**config.mk**
```make
export PLATFORM = sky130hd
export DESIGN_NAME = time_travel_sequencer
export DESIGN_NICKNAME = d
export VERILOG_FILES = /design/src/rtl/time_travel_sequencer.sv
export SDC_FILE = /design/constraint.sdc
export NUM_CORES = 1
export LEC_CHECK = 0
export ABC_AREA = 1
export ABC_CLOCK_PERIOD_IN_PS = 5600
export BUFFER_PORTS_ARGS = -buffer_cell sky130_fd_sc_hd__buf_4
export CAP_MARGIN = 15
export CORE_ASPECT_RATIO = 0.9
export CORE_UTILIZATION = 63
export CTS_CLUSTER_SIZE = 12
export DETAILED_ROUTE_END_ITERATION = 6
export HOLD_SLACK_MARGIN = 0.15
export PLACE_DENSITY = 0.87
export SETUP_SLACK_MARGIN = 0.02
export SYNTH_ARGS = -nofsm -noshare
export SYNTH_HDL_FRONTEND = slang
export SYNTH_SLANG_ARGS = --single-unit
```
**constraint.sdc**
```tcl
create_clock -name clk -period 5.6 [get_ports clk]
set_clock_uncertainty 0.2 [all_clocks]
set_input_delay 0.56 -clock clk [delete_from_list [all_inputs] [get_ports clk]]
set_output_delay 0.56 -clock clk [all_outputs]
set_load 0.03 [all_outputs]
```
**src/rtl/time_travel_sequencer.sv**
```systemverilog
// time_travel_sequencer
//   Accepts a signed target year over a valid/ready handshake. It latches the
//   signed difference and direction against the current-year register. It then
//   steps the current year toward the target by a programmable stride, one step
//   per cycle, and pulses done on arrival.
//
//   Optional feature macro: TT_BOUNDS_EN. When it is defined, a target outside
//   [MIN_YEAR, MAX_YEAR] is rejected with a one-cycle err pulse.
//
// Ports
//   clk        clock, all state changes on the rising edge
//   rst_n      synchronous active-low reset
//   req_valid  target request valid
//   req_ready  high only in IDLE
//   req_year   signed target year, sampled on accept
//   req_step   unsigned stride, sampled on accept; 0 acts as 1
//   abort      stop an in-progress travel (honoured in TRAVEL only)
//   cur_year   signed current year register
//   diff       signed target - cur_year at accept, W+1 bits
//   travel     {later, same, earlier}, one-hot
//   state_next {go, neg}
//   busy       high in CALC and TRAVEL
//   done       one-cycle pulse on arrival
//   err        one-cycle pulse on rejected target
module time_travel_sequencer #(
  parameter int unsigned W         = 12,
  parameter int          HOME_YEAR = 2019,
  parameter int unsigned SW        = 8,
  parameter int          MIN_YEAR  = 0,
  parameter int          MAX_YEAR  = 2047
) (
  input  logic                clk,
  input  logic                rst_n,
  input  logic                req_valid,
  output logic                req_ready,
  input  logic signed [W-1:0] req_year,
  input  logic        [SW-1:0] req_step,
  input  logic                abort,
  output logic signed [W-1:0] cur_year,
  output logic signed [W:0]   diff,
  output logic        [2:0]   travel,
  output logic        [1:0]   state_next,
  output logic                busy,
  output logic                done,
  output logic                err
);

  localparam logic signed [W-1:0] HomeYear = W'(HOME_YEAR);
  // Common width for comparing the remaining distance against the stride.
  localparam int unsigned CW = (W + 1 > SW) ? W + 1 : SW;

  typedef enum logic [1:0] {StIdle, StCalc, StTravel, StArrive} state_e;

  state_e              state_q;
  logic signed [W-1:0] tgt_q;
  logic       [SW-1:0] stp_q;
  logic signed [W-1:0] cur_year_q;
  logic signed [W:0]   diff_q;
  logic        [2:0]   travel_q;
  logic        [1:0]   state_next_q;
  logic                done_q;
  logic                err_q;

  // Difference in W+1 bits so that no pair of W-bit years can overflow.
  logic signed [W:0] tgt_x, cur_x, delta;
  logic        [W:0] rem;
  logic     [CW-1:0] rem_c, stp_c;
  logic              last_step;
  logic      [W-1:0] stride, cur_step;
  logic              same, earlier, later;
  logic              out_of_range;

  always_comb begin
    tgt_x     = {tgt_q[W-1], tgt_q};
    cur_x     = {cur_year_q[W-1], cur_year_q};
    delta     = tgt_x - cur_x;
    rem       = delta[W] ? $unsigned(-delta) : $unsigned(delta);
    rem_c     = CW'(rem);
    stp_c     = CW'(stp_q);
    // The final step is clipped to land exactly on the target.
    last_step = (rem_c <= stp_c);
    // Not a last step, so stride < rem < 2**W and the truncation is exact.
    stride    = stp_c[W-1:0];
    cur_step  = travel_q[2] ? ($unsigned(cur_year_q) + stride)
                            : ($unsigned(cur_year_q) - stride);
    earlier   = delta[W];
    same      = (delta == '0);
    later     = !earlier && !same;
  end

`ifdef TT_BOUNDS_EN
  localparam logic signed [W-1:0] MinYear = W'(MIN_YEAR);
  localparam logic signed [W-1:0] MaxYear = W'(MAX_YEAR);
  assign out_of_range = (tgt_q < MinYear) || (tgt_q > MaxYear);
`else
  // No bounds check in this build; every representable target is legal.
  assign out_of_range = 1'b0 && (MIN_YEAR <= MAX_YEAR);
`endif

  always_ff @(posedge clk) begin
    if (!rst_n) begin
      state_q      <= StIdle;
      tgt_q        <= '0;
      stp_q        <= '0;
      cur_year_q   <= HomeYear;
      diff_q       <= '0;
      travel_q     <= 3'b000;
      state_next_q <= 2'b00;
      done_q       <= 1'b0;
      err_q        <= 1'b0;
    end else begin
      done_q <= 1'b0;
      err_q  <= 1'b0;
      unique case (state_q)
        StIdle: begin
          if (req_valid) begin
            tgt_q   <= req_year;
            stp_q   <= (req_step == '0) ? SW'(1) : req_step;
            state_q <= StCalc;
          end
        end
        StCalc: begin
          if (out_of_range) begin
            err_q   <= 1'b1;
            state_q <= StIdle;
          end else begin
            diff_q       <= delta;
            travel_q     <= {later, same, earlier};
            state_next_q <= {!same, tgt_q[W-1]};
            if (same) begin
              done_q  <= 1'b1;
              state_q <= StArrive;
            end else begin
              state_q <= StTravel;
            end
          end
        end
        StTravel: begin
          // Arrival takes priority over a coincident abort.
          if (last_step) begin
            cur_year_q <= tgt_q;
            done_q     <= 1'b1;
            state_q    <= StArrive;
          end else begin
            cur_year_q <= cur_step;
            if (abort) state_q <= StIdle;
          end
        end
        StArrive: state_q <= StIdle;
        default:  state_q <= StIdle;
      endcase
    end
  end

  assign req_ready  = (state_q == StIdle);
  assign busy       = (state_q == StCalc) || (state_q == StTravel);
  assign cur_year   = cur_year_q;
  assign diff       = diff_q;
  assign travel     = travel_q;
  assign state_next = state_next_q;
  assign done       = done_q;
  assign err        = err_q;

endmodule

```
Word-level counts from Yosys, hierarchy flattened

Cells that the tools add are included.

Bits of input ports: 24
Flip-flop bits (word level): 53

Equality and inequality tests: 5
Add/sub/neg operators: 4
Magnitude comparators: 1
Multiplexer cells: 12
Reductions and logical operators: 9

Operators by type and width:

| kind                                           | number |
|---|---|
| 2-to-1 mux 12 bit                              | 2 |
| less-or-equal comparator 13 x 8 -> 1 bit       | 1 |
| zero test 13 bit                               | 1 |
| 2-to-1 mux 13 bit                              | 1 |
| negation 13 bit                                | 1 |
| subtractor 12 x 12 -> 13 bit                   | 1 |
| adder 12 x 8 -> 12 bit                         | 1 |
| subtractor 12 x 8 -> 12 bit                    | 1 |
| zero test 8 bit                                | 1 |
| 2-to-1 mux 8 bit                               | 1 |
| one-hot mux 2 bit (4 select lines)             | 1 |
| 2-to-1 mux 2 bit                               | 3 |
| == test 2 bit (second input constant)          | 2 |
| AND reduction 2 bit                            | 2 |
| 2-to-1 mux 1 bit                               | 3 |
| inequality test 3 bit (second input constant)  | 1 |
| == test 2 x 1 -> 1 bit (second input constant) | 1 |
| zero test 1 bit                                | 2 |
| zero test 2 bit                                | 1 |
| inequality test 2 bit (second input constant)  | 1 |
| one-hot mux 1 bit (2 select lines)             | 1 |
| logical AND 1 bit                              | 1 |
| logical OR 1 bit                               | 1 |

Logic depth before layout (Yosys ltp)

Gate-level depths: netlist (run 1).

Depth in word-level cells: 6
Depth in mapped cells: 29
Mapped depth without buffers: 29

Worst setup path after synthesis (run 1)

OpenSTA, ideal clock, no wires.

Path type: register -> register
Start: reg cur_year_q[0] (netlist: cur_year[0])
End: reg cur_year_q[10] (netlist: cur_year[10])
Path buffers: 1
Arrival time: 3.578 ns
Stages on the path, launching flop included: 27
Slack: 1.702 ns
Clock period less this slack: 3.898 ns
Cells stage by stage: dfxtp_1 > ha_1 > inv_1 > fa_1 > nand3_2 > nand3_2 > nand3_1 > nand3_1 > nand2_1 > nand2_4 > a21oi_1 > xor2_1 > inv_1 > ha_1 > a21oi_1 > o21ai_0 > o21ai_0 > nand2_1 > nand2_1 > nand2_1 > o21ai_0 > nand2_2 > nor2_8 > nand2_4 > buf_6 > o211ai_1 > nand2_1

Word-level cells in the longest chain between the ends: 5
Elaborated cells on any way between the ends: 8
Those cells by class: 4 x add/sub; 1 x order compare; 3 x mux

RTL lines:

| what                                     | RTL line | source |
|---|---|---|
| start, declared                          | 57       | `logic signed [W-1:0] cur_year_q;` |
| start signal, assigned                   | 105      | `cur_year_q <= HomeYear;` |
| start signal, assigned                   | 141      | `cur_year_q <= tgt_q;` |
| start signal, assigned                   | 145      | `cur_year_q <= cur_step;` |
| subtractor 12 x 12 -> 13 bit             | 76       | `delta = tgt_x - cur_x;` |
| negation 13 bit                          | 77       | `rem = delta[W] ? $unsigned(-delta) : $unsigned(delta);` |
| 2-to-1 mux 13 bit                        | 77       |  |
| less-or-equal comparator 13 x 8 -> 1 bit | 81       | `last_step = (rem_c <= stp_c);` |
| 2-to-1 mux 12 bit *                      | 140      | `if (last_step) begin` |

Mark *: on every way between the ends. The rest lies on a longest branch, timed or not.
A chain may end at the register's enable or synchronous reset.

Worst setup path in the final report (run 1)

Start: reg cur_year_q[0] (netlist: cur_year[0])
End: reg state_q[1]

Word-level cells in the longest chain between the ends: 6
Elaborated cells on any way between the ends: 8
Those cells by class: 2 x add/sub; 1 x order compare; 1 x eq/ne; 3 x mux; 1 x reduce/logical

RTL lines:

| what                                                                      | RTL line | source |
|---|---|---|
| subtractor 12 x 12 -> 13 bit *                                            | 76       |  |
| negation 13 bit                                                           | 77       |  |
| 2-to-1 mux 13 bit *                                                       | 77       |  |
| less-or-equal comparator 13 x 8 -> 1 bit *                                | 81       |  |
| 2-to-1 mux 2 bit or inequality test 3 bit (tied branches)                 | n/a      |  |
| one-hot mux 2 bit (4 select lines) or AND reduction 2 bit (tied branches) | n/a      |  |
| end signal, assigned                                                      | 119      | `state_q <= StCalc;` |
| end signal, assigned                                                      | 143      | `state_q <= StArrive;` |
| end signal, assigned                                                      | 146      | `if (abort) state_q <= StIdle;` |
| end, declared                                                             | 54       | `state_e state_q;` |

Marked as above.

==> impl_metrics.env, run 1 <==
export IMPL_post_cts_buffers=0
export IMPL_finalSetupTns_ps=0
export IMPL_die_w_um=85.3
export IMPL_crit_type="reg2reg"
export IMPL_outcome="finished clean"
export IMPL_drc=0
export IMPL_drt_iter0_drc=253
export IMPL_hold_viol_final=0
export IMPL_yosysMostFrequentCell="nand2_1"
export IMPL_syn_area_mm2=0.00394
export IMPL_gp_congestion=0.899
export IMPL_critPathBufInv=2
export IMPL_die_area_mm2=0.00657
export IMPL_syn_area_per_cell_um2=6.68
export IMPL_clock_path_buffers=2
export IMPL_insertion_delay_ps=310
export IMPL_maxSlewHeadroom=0.418
export IMPL_antenna_found_initial=0
export IMPL_antenna_left=0
export IMPL_endpoint_kind="flip-flop"
export IMPL_synth_top_area_share=0.264
export IMPL_num_antenna_cells=0
export IMPL_synthCells=589
export IMPL_vias=4096
export IMPL_root_buffer="clkbuf_8"
export IMPL_wl_mm=10.5
export IMPL_dp_hpwl_mm=8.03
export IMPL_grt_max_degree=38
export IMPL_core_area_mm2=0.00586
export IMPL_seq_area_frac_synth=0.264
export IMPL_synthTopCellsByArea="dfxtp_1 (26%), ha_1 (11%), nand2_1 (11%), inv_1 (8.8%), a21oi_1 (6.6%)"
export IMPL_htree_levels=2
export IMPL_grt_setup_unrepaired="no"
export IMPL_setup_viol=0
export IMPL_rows=26
export IMPL_ys_top_cells_by_count="nand2_1 (117), inv_1 (92), a21oi_1 (52), dfxtp_1 (52), nor2_1 (46)"
export IMPL_path_delay_family="simple AND/OR/NAND/NOR gates"
export IMPL_cts_tree="done"
export IMPL_wl_per_cell_um=14.9
export IMPL_cp_depth=27
export IMPL_final_layout_size_suffix_gt1_frac=0.144
export IMPL_synth_top_area_cell="dfxtp_1"
export IMPL_ys_flop_type="dfxtp_1"
export IMPL_ys_warn_count=0
export IMPL_cts_resized_gates=0
export IMPL_grt_pass1_vias=3771
export IMPL_tightest_slew_ps=873
export IMPL_track_usage=0.324
export IMPL_crit_top_cell="nand2_1"
export IMPL_cts_buffers=5
export IMPL_viasPerCell=5.79
export IMPL_cp_start_kind="flip-flop"
export IMPL_cp_max_fo=18
export IMPL_synth_edff_count=0
export IMPL_ff2ff_path_depth=27
export IMPL_syn_nets=651
export IMPL_grt_overflow_total=0
export IMPL_min_period_ps=4360
export IMPL_start_util=0.672
export IMPL_area_growth_pct=14.7
export IMPL_nets=699
export IMPL_first_pass_iters=5
export IMPL_slew_violations=0
export IMPL_worst_ep_required_time_ps=5610
export IMPL_n_fill_cell=450
export IMPL_dieHeight_um=77.0
export IMPL_ys_ff_latch=52
export IMPL_fin_area_mm2=0.00451
export IMPL_max_cap_violations=0
export IMPL_ys_types=35
export IMPL_cts_sinks=52
export IMPL_async_flop_share=0
export IMPL_fin_crit_sh=0.779
export IMPL_max_stage_delay_ps=430
export IMPL_cp_arrival_ps=4370
export IMPL_io_buffers=56
export IMPL_holdBufCountCts=0
export IMPL_io_pins=58
export IMPL_path_clk_slew_ps=110
export IMPL_whs_path_depth=2
export IMPL_dpl_instance_area_mm2=0.00438
export IMPL_max_clock_freq_mhz=229
export IMPL_crit_slowest_cell="fa_1"
export IMPL_hp_class="reg2reg"
export IMPL_grt_pass1_wl_mm=17.0
state kept, by name, indices dropped and copies added, names as in the netlist:
register,count
cur_year,12
diff,12
done,1
state_next,2
state_q,2
stp_q,8
tgt_q,12
travel,3
cell families after synthesis:
| group | Yosys count | synth area share |
|---|---|---|
| other | 1 | 0.000953 |
| AOI/OAI and AO/OA | 119 | 0.168 |
| xor gates and xnor gates | 23 | 0.0512 |
| adders and majority gates | 38 | 0.125 |
| DFF | 52 | 0.264 |
| and+or+nand+nor | 246 | 0.283 |
| buffers and inverters | 110 | 0.109 |
placed cells by master (no fill, tap or decap), types with 9 or more instances in the layout:
| master | n |
|---|---|
| a21oi_1 | 52 |
| buf_4 | 57 |
| dfxtp_1 | 52 |
| ha_1 | 36 |
| inv_1 | 92 |
| nand2_1 | 117 |
| nand2_2 | 14 |
| nand3_1 | 40 |
| nor2_1 | 46 |
| nor3_1 | 9 |
| o211ai_1 | 13 |
| o21ai_0 | 39 |
| xor2_1 | 18 |
per-layer routing:
layer / GRT usage / up-vias / share of wire
li1: - / 2010 / -
met1: 0.408 / 1874 / 0.43
met2: 0.540 / 178 / 0.46
met3: 0.0452 / 34 / 0.064
met4: 0.167 / 0 / 0.046
met5: 0 / - / 0
final timing paths:
path	from	to	slack, ps
hold / removal	travel[1]	travel[1]	280
hold reg to reg	travel[1]	travel[1]	280
setup / recovery	cur_year[0]	state_q[1]	1240
setup reg to reg	cur_year[0]	state_q[1]	1240
area by class of cell:
type | count | area [um2] | share of cell area
multi-input combinational | 427 | 2470 | 0.547
sequential | 52 | 1040 | 0.231
timing repair buffer | 57 | 428 | 0.0948
inverter | 94 | 353 | 0.0782
tap | 70 | 87.6 | 0.0194
clock buffer | 5 | 68.8 | 0.0152
clock inverter | 3 | 68.8 | 0.0152
stage by stage:
stage                     utilization  instances  hold slack [ps]  setup WS [ps]
final                           0.771        708              282           1240
after global routing            0.771        708              315            873
after CTS                       0.771        708              284           1330
after detailed placement        0.747        700              266           1420
after global placement          0.747        700              259           1700
after floorplan                     -        589              244           1700
worst reg2reg max path, stage by stage, from the launching register on:
cell	delay [ps]
dfxtp_1	410
ha_1	170
inv_1	70
fa_1	430
nand3_2	130
nand3_2	110
nand3_1	120
nand3_1	90
nand2_1	110
nand2_4	90
a21oi_1	170
xor2_1	220
inv_1	70
ha_1	300
a21oi_1	150
o21ai_0	110
o21ai_0	150
nand2_1	70
nand2_1	60
nand2_1	50
o21ai_0	90
nand2_2	120
nor2_8	180
nand2_4	170
nand2_2	120
nand2_1	70
o21ai_0	170
nor2_1	70
Power of run 1 is left out: the tool's default activity adds up to more than one toggle a clock period on the data nets, which glitch-free logic cannot reach.
==> run 2: changes to the inputs <==
--- a/config.mk
+++ b/config.mk
@@ -6,15 +6,15 @@
 export NUM_CORES = 1
 export LEC_CHECK = 0
 export ABC_AREA = 1
-export ABC_CLOCK_PERIOD_IN_PS = 5600
+export ABC_CLOCK_PERIOD_IN_PS = 4100
 export BUFFER_PORTS_ARGS = -buffer_cell sky130_fd_sc_hd__buf_4
 export CAP_MARGIN = 15
 export CORE_ASPECT_RATIO = 0.9
-export CORE_UTILIZATION = 63
+export CORE_UTILIZATION = 58
 export CTS_CLUSTER_SIZE = 12
 export DETAILED_ROUTE_END_ITERATION = 6
 export HOLD_SLACK_MARGIN = 0.15
-export PLACE_DENSITY = 0.87
+export PLACE_DENSITY = 0.81
 export SETUP_SLACK_MARGIN = 0.02
 export SYNTH_ARGS = -nofsm -noshare
 export SYNTH_HDL_FRONTEND = slang
==> constraint.sdc (replaced) <==
create_clock -name clk -period 4.1 [get_ports clk]
set_clock_uncertainty 0.2 [all_clocks]
set_input_delay 0.41 -clock clk [delete_from_list [all_inputs] [get_ports clk]]
set_output_delay 0.41 -clock clk [all_outputs]
set_load 0.03 [all_outputs]
==> impl_metrics.env, run 2 (synthesis results as in run 1) <==
export IMPL_critPathBufInv=3
export IMPL_drc=0
export IMPL_hold_viol_final=0
export IMPL_mostFrequentLayoutCells="nand2_1 (116), inv_1 (88), buf_4 (66), a21oi_1 (51), dfxtp_1 (49)"
export IMPL_wl_per_cell_um=14.2
export IMPL_antenna_found_initial=0
export IMPL_max_stage_delay_ps=420
export IMPL_post_route_worst_setup_slack_ps=225
export IMPL_gp_congestion=0.893
export IMPL_io_buffers=56
export IMPL_die_area_mm2=0.00712
export IMPL_crit_type="reg2reg"
export IMPL_vias=4051
export IMPL_regToRegSetupSlack_ps=230
export IMPL_cp_start_kind="flip-flop"
export IMPL_final_layout_size_suffix_gt1_frac=0.195
export IMPL_max_clock_freq_mhz=258
export IMPL_grt_pass1_wl_mm=16.1
export IMPL_wl_mm=10.5
export IMPL_core_area_mm2=0.00655
export IMPL_num_antenna_cells=0
export IMPL_cts_tree="done"
export IMPL_crit_top_cell="nand2_1"
export IMPL_hp_class="in2reg"
export IMPL_setup_viol=0
export IMPL_final_cells=740
export IMPL_viasPerCell=5.47
export IMPL_max_cap_violations=0
export IMPL_htree_levels=2
export IMPL_cp_arrival_ps=3880
export IMPL_crit_slowest_cell="fa_2"
export IMPL_final_common_cell="nand2_1"
export IMPL_worst_ep_required_time_ps=4110
export IMPL_grt_overflow_total=0
export IMPL_clock_path_buffers=2
export IMPL_dp_hpwl_mm=7.76
export IMPL_first_pass_iters=6
export IMPL_min_period_ps=3870
export IMPL_grt_max_degree=38
export IMPL_cts_sinks=52
export IMPL_fin_crit_sh=0.945
export IMPL_dieHeight_um=80.2
export IMPL_track_usage=0.292
export IMPL_grt_pass1_vias=3574
export IMPL_root_buffer="clkbuf_8"
export IMPL_antenna_left=0
export IMPL_die_w_um=88.8
export IMPL_nets=711
export IMPL_dpl_cell_count=721
export IMPL_start_util=0.601
export IMPL_cts_buffers=5
export IMPL_endpoint_kind="flip-flop"
export IMPL_insertion_delay_ps=310
export IMPL_rows=28
export IMPL_drt_iter0_drc=263
export IMPL_path_clk_slew_ps=100
export IMPL_place_ws_ps=-4.92
export IMPL_maxSlewHeadroom=0.425
export IMPL_tightest_slew_ps=863
export IMPL_area_growth_pct=19.9
export IMPL_io_pins=58
export IMPL_cp_max_fo=9
export IMPL_slew_violations=0
export IMPL_path_delay_family="simple AND/OR/NAND/NOR gates"
export IMPL_outcome="finished clean"
-- run 2: changes by cell type in the layout (fill, tap and decap cells not counted), sizes merged --
cell | previous run | this run
buf | 57 | 68
bufinv | 2 | 0
clkbuf | 5 | 6
clkinv | 0 | 1
nand2 | 134 | 135
-- run 2: path summary, 6_finish.rpt --
| check | startpoint | endpoint | cells after the start |
|---|---|---|---|
| max | cur_year[0] | cur_year[6] | 26 |
| min | req_year[5] | tgt_q[5] | 3 |
| min reg2reg | tgt_q[0] | tgt_q[0] | 2 |
| max reg2reg | cur_year[0] | cur_year[6] | 26 |
-- run 2: stage by stage --
| stage | hold WS, ps | setup TNS (ps) | utilization | instance area [um2] |
|---|---|---|---|---|
| 6_report | 150 | 0 | 0.721 | 4720 |
| 5_1_grt | 165 | -19.9 | 0.721 | 4720 |
| 4_1_cts | 151 | 0 | 0.690 | 4520 |
| 3_3_place_gp | 258 | 0 | 0.673 | 4410 |
| 3_5_place_dp | 266 | -4.92 | 0.673 | 4410 |
| 2_1_floorplan | 244 | 0 | - | 3940 |
-- run 2: timing repair --
action	CTS	global route
hold buffers	0	0
buffers inserted	1	9
gates cloned	0	1
setup endpoints to repair	1	15
gates resized for setup	1	30
pin swaps	1	8
-- run 2: routing by layer --
layer  wire length, um  vias to the layer above  track usage  share of wire
met1              4720                     1833        0.385           0.45
met5                 0                        -            0              0
li1                  -                     2045            -              -
met2              4840                      153        0.492           0.46
met3               643                       20       0.0370          0.061
met4               308                        0       0.0935          0.029
-- run 2: cell type report --
cell class,instances,area [um2]
inverter,94,353
fill,572,1830
timing repair buffer,68,527
multi-input combinational,428,2590
tap,90,113
clock inverter,2,13.8
clock buffer,6,82.6
sequential,52,1040
-- run 2: worst register-to-register path, delay by kind of cell (launching register included) --
kind	cells	cell delay [ps]
adder cells (fa/ha/maj)	3	900
AND/OR/NAND/NOR	15	1420
XOR/XNOR	1	160
flip-flops	1	390
buffers and inverters	3	250
AO/OA/AOI/OAI	4	460
Power of run 2 is left out for the same reason.
==> run 3: changes to the inputs <==
--- a/config.mk
+++ b/config.mk
@@ -13,6 +13,7 @@
 export CORE_UTILIZATION = 58
 export CTS_CLUSTER_SIZE = 12
 export DETAILED_ROUTE_END_ITERATION = 6
+export GPL_TIMING_DRIVEN = 0
 export HOLD_SLACK_MARGIN = 0.15
 export PLACE_DENSITY = 0.81
 export SETUP_SLACK_MARGIN = 0.02
==> impl_metrics.env, run 3 (synthesis results as in run 1) <==
export IMPL_dieHeight_um=80.2
export IMPL_reg2reg_from="tgt_q[0]"
export IMPL_cts_tree="done"
export IMPL_hold_viol_final=0
export IMPL_worst_ep_required_time_ps=4120
export IMPL_path_clk_slew_ps=100
export IMPL_setup_viol=0
export IMPL_cp_arrival_ps=3970
export IMPL_max_stage_delay_ps=420
export IMPL_slew_violations=0
export IMPL_grt_overflow_total=0
export IMPL_grt_pass1_vias=3792
export IMPL_io_buffers=55
export IMPL_clock_path_buffers=2
export IMPL_fin_area_mm2=0.00473
export IMPL_crit_slowest_cell="fa_2"
export IMPL_htree_levels=2
export IMPL_cts_sinks=52
export IMPL_die_w_um=88.8
export IMPL_first_pass_iters=5
export IMPL_num_antenna_cells=0
export IMPL_die_area_mm2=0.00712
export IMPL_fin_crit_sh=0.963
export IMPL_drt_iter0_drc=260
export IMPL_final_layout_size_suffix_gt1_frac=0.185
export IMPL_antenna_left=0
export IMPL_tightest_slew_ps=682
export IMPL_nets=720
export IMPL_viasPerCell=5.48
export IMPL_max_clock_freq_mhz=253
export IMPL_max_cap_violations=0
export IMPL_dp_hpwl_mm=8.48
export IMPL_cts_buffers=5
export IMPL_root_buffer="clkbuf_8"
export IMPL_vias=4106
export IMPL_cp_max_fo=10
export IMPL_min_period_ps=3950
export IMPL_cp_start_kind="flip-flop"
export IMPL_rows=28
export IMPL_io_pins=58
export IMPL_final_cells=749
export IMPL_maxSlewHeadroom=0.545
export IMPL_crit_reg2reg_capture="cur_year[10]"
export IMPL_crit_type="reg2reg"
export IMPL_area_growth_pct=20.1
export IMPL_grt_max_degree=17
export IMPL_track_usage=0.313
export IMPL_drc=0
export IMPL_wl_mm=10.9
export IMPL_place_ws_ps=-96.9
export IMPL_hp_class="in2reg"
export IMPL_n_fill_cell=578
export IMPL_core_area_mm2=0.00655
export IMPL_final_common_cell="nand2_1"
export IMPL_min_to="tgt_q[7]"
export IMPL_grt_pass1_wl_mm=17.0
export IMPL_insertion_delay_ps=320
export IMPL_whs_path_depth=3
export IMPL_regToRegSetupSlack_ps=150
export IMPL_dpl_cell_count=734
export IMPL_finalSetupTns_ps=0
export IMPL_outcome="finished clean"
export IMPL_post_route_worst_setup_slack_ps=153
export IMPL_mostFrequentLayoutCells="nand2_1 (115), inv_1 (90), buf_4 (62), dfxtp_1 (50), a21oi_1 (49)"
export IMPL_dpl_instance_area_mm2=0.00446
export IMPL_start_util=0.601
export IMPL_endpoint_kind="flip-flop"
export IMPL_ff2ff_path_depth=27
export IMPL_wl_per_cell_um=14.6
export IMPL_hp_start="req_year[7]"
export IMPL_gp_congestion=0.870
export IMPL_crit_top_cell="nand2_1"
export IMPL_antenna_found_initial=0
## run 3: changes by cell type in the layout (fill, tap and decap cells not counted), sizes merged
cell / delta
dlygate4sd3: +1
clkbuf: +10
nand2: -1
buf: -1
## run 3: critical path: cells and delay by family, from the launching register on
family | cells | cell delay (ps)
XOR/XNOR | 1 | 180
AND/OR/NAND/NOR | 15 | 1340
AO/OA/AOI/OAI | 4 | 520
buffers and inverters | 4 | 350
flip-flops | 1 | 320
adder cells (fa/ha/maj) | 3 | 900
## run 3: timing repair
action                                  in CTS  in global routing
endpoints found under the hold margin        1                  0
setup buffers                                1                  5
resized for setup                            3                 29
hold buffers                                 1                  0
pin swaps                                    2                  7
endpoints found under the setup margin       8                 15
## run 3: worst max path at each step
stage / from / end / depth (start not counted)
6_report: tgt_q[0] / cur_year[10] / 27
5_1_grt: tgt_q[0] / cur_year[10] / 27
4_1_cts: tgt_q[0] / cur_year[9] / 25
3_5_place_dp: cur_year[1] / cur_year[10] / 25
3_3_place_gp: cur_year[1] / cur_year[6] / 25
2_1_floorplan: cur_year[0] / cur_year[10] / 26
## run 3: cell type report
cell class | count | area (um2) | share of cell area
buffer | 16 | 75.1 | 0.0159
clock buffer | 6 | 72.6 | 0.0153
clock inverter | 2 | 13.8 | 0.00291
inverter | 94 | 353 | 0.0746
multi-input combinational | 427 | 2590 | 0.547
sequential | 52 | 1040 | 0.221
tap | 90 | 113 | 0.0238
timing repair buffer | 62 | 472 | 0.0998
## run 3: metal layers
layer,vias up,share of wire,track usage
met5,-,0,0
met4,0,0.022,0.0758
met3,19,0.055,0.0462
met2,142,0.47,0.545
met1,1884,0.45,0.402
li1,2061,-,-
## run 3: per-stage QoR
stage | utilization | hold slack (ps)
2_1_floorplan | - | 244
3_3_place_gp | 0.681 | 260
3_5_place_dp | 0.681 | 261
4_1_cts | 0.698 | 150
5_1_grt | 0.722 | 176
6_report | 0.722 | 149
Power of run 3 is left out for the same reason.
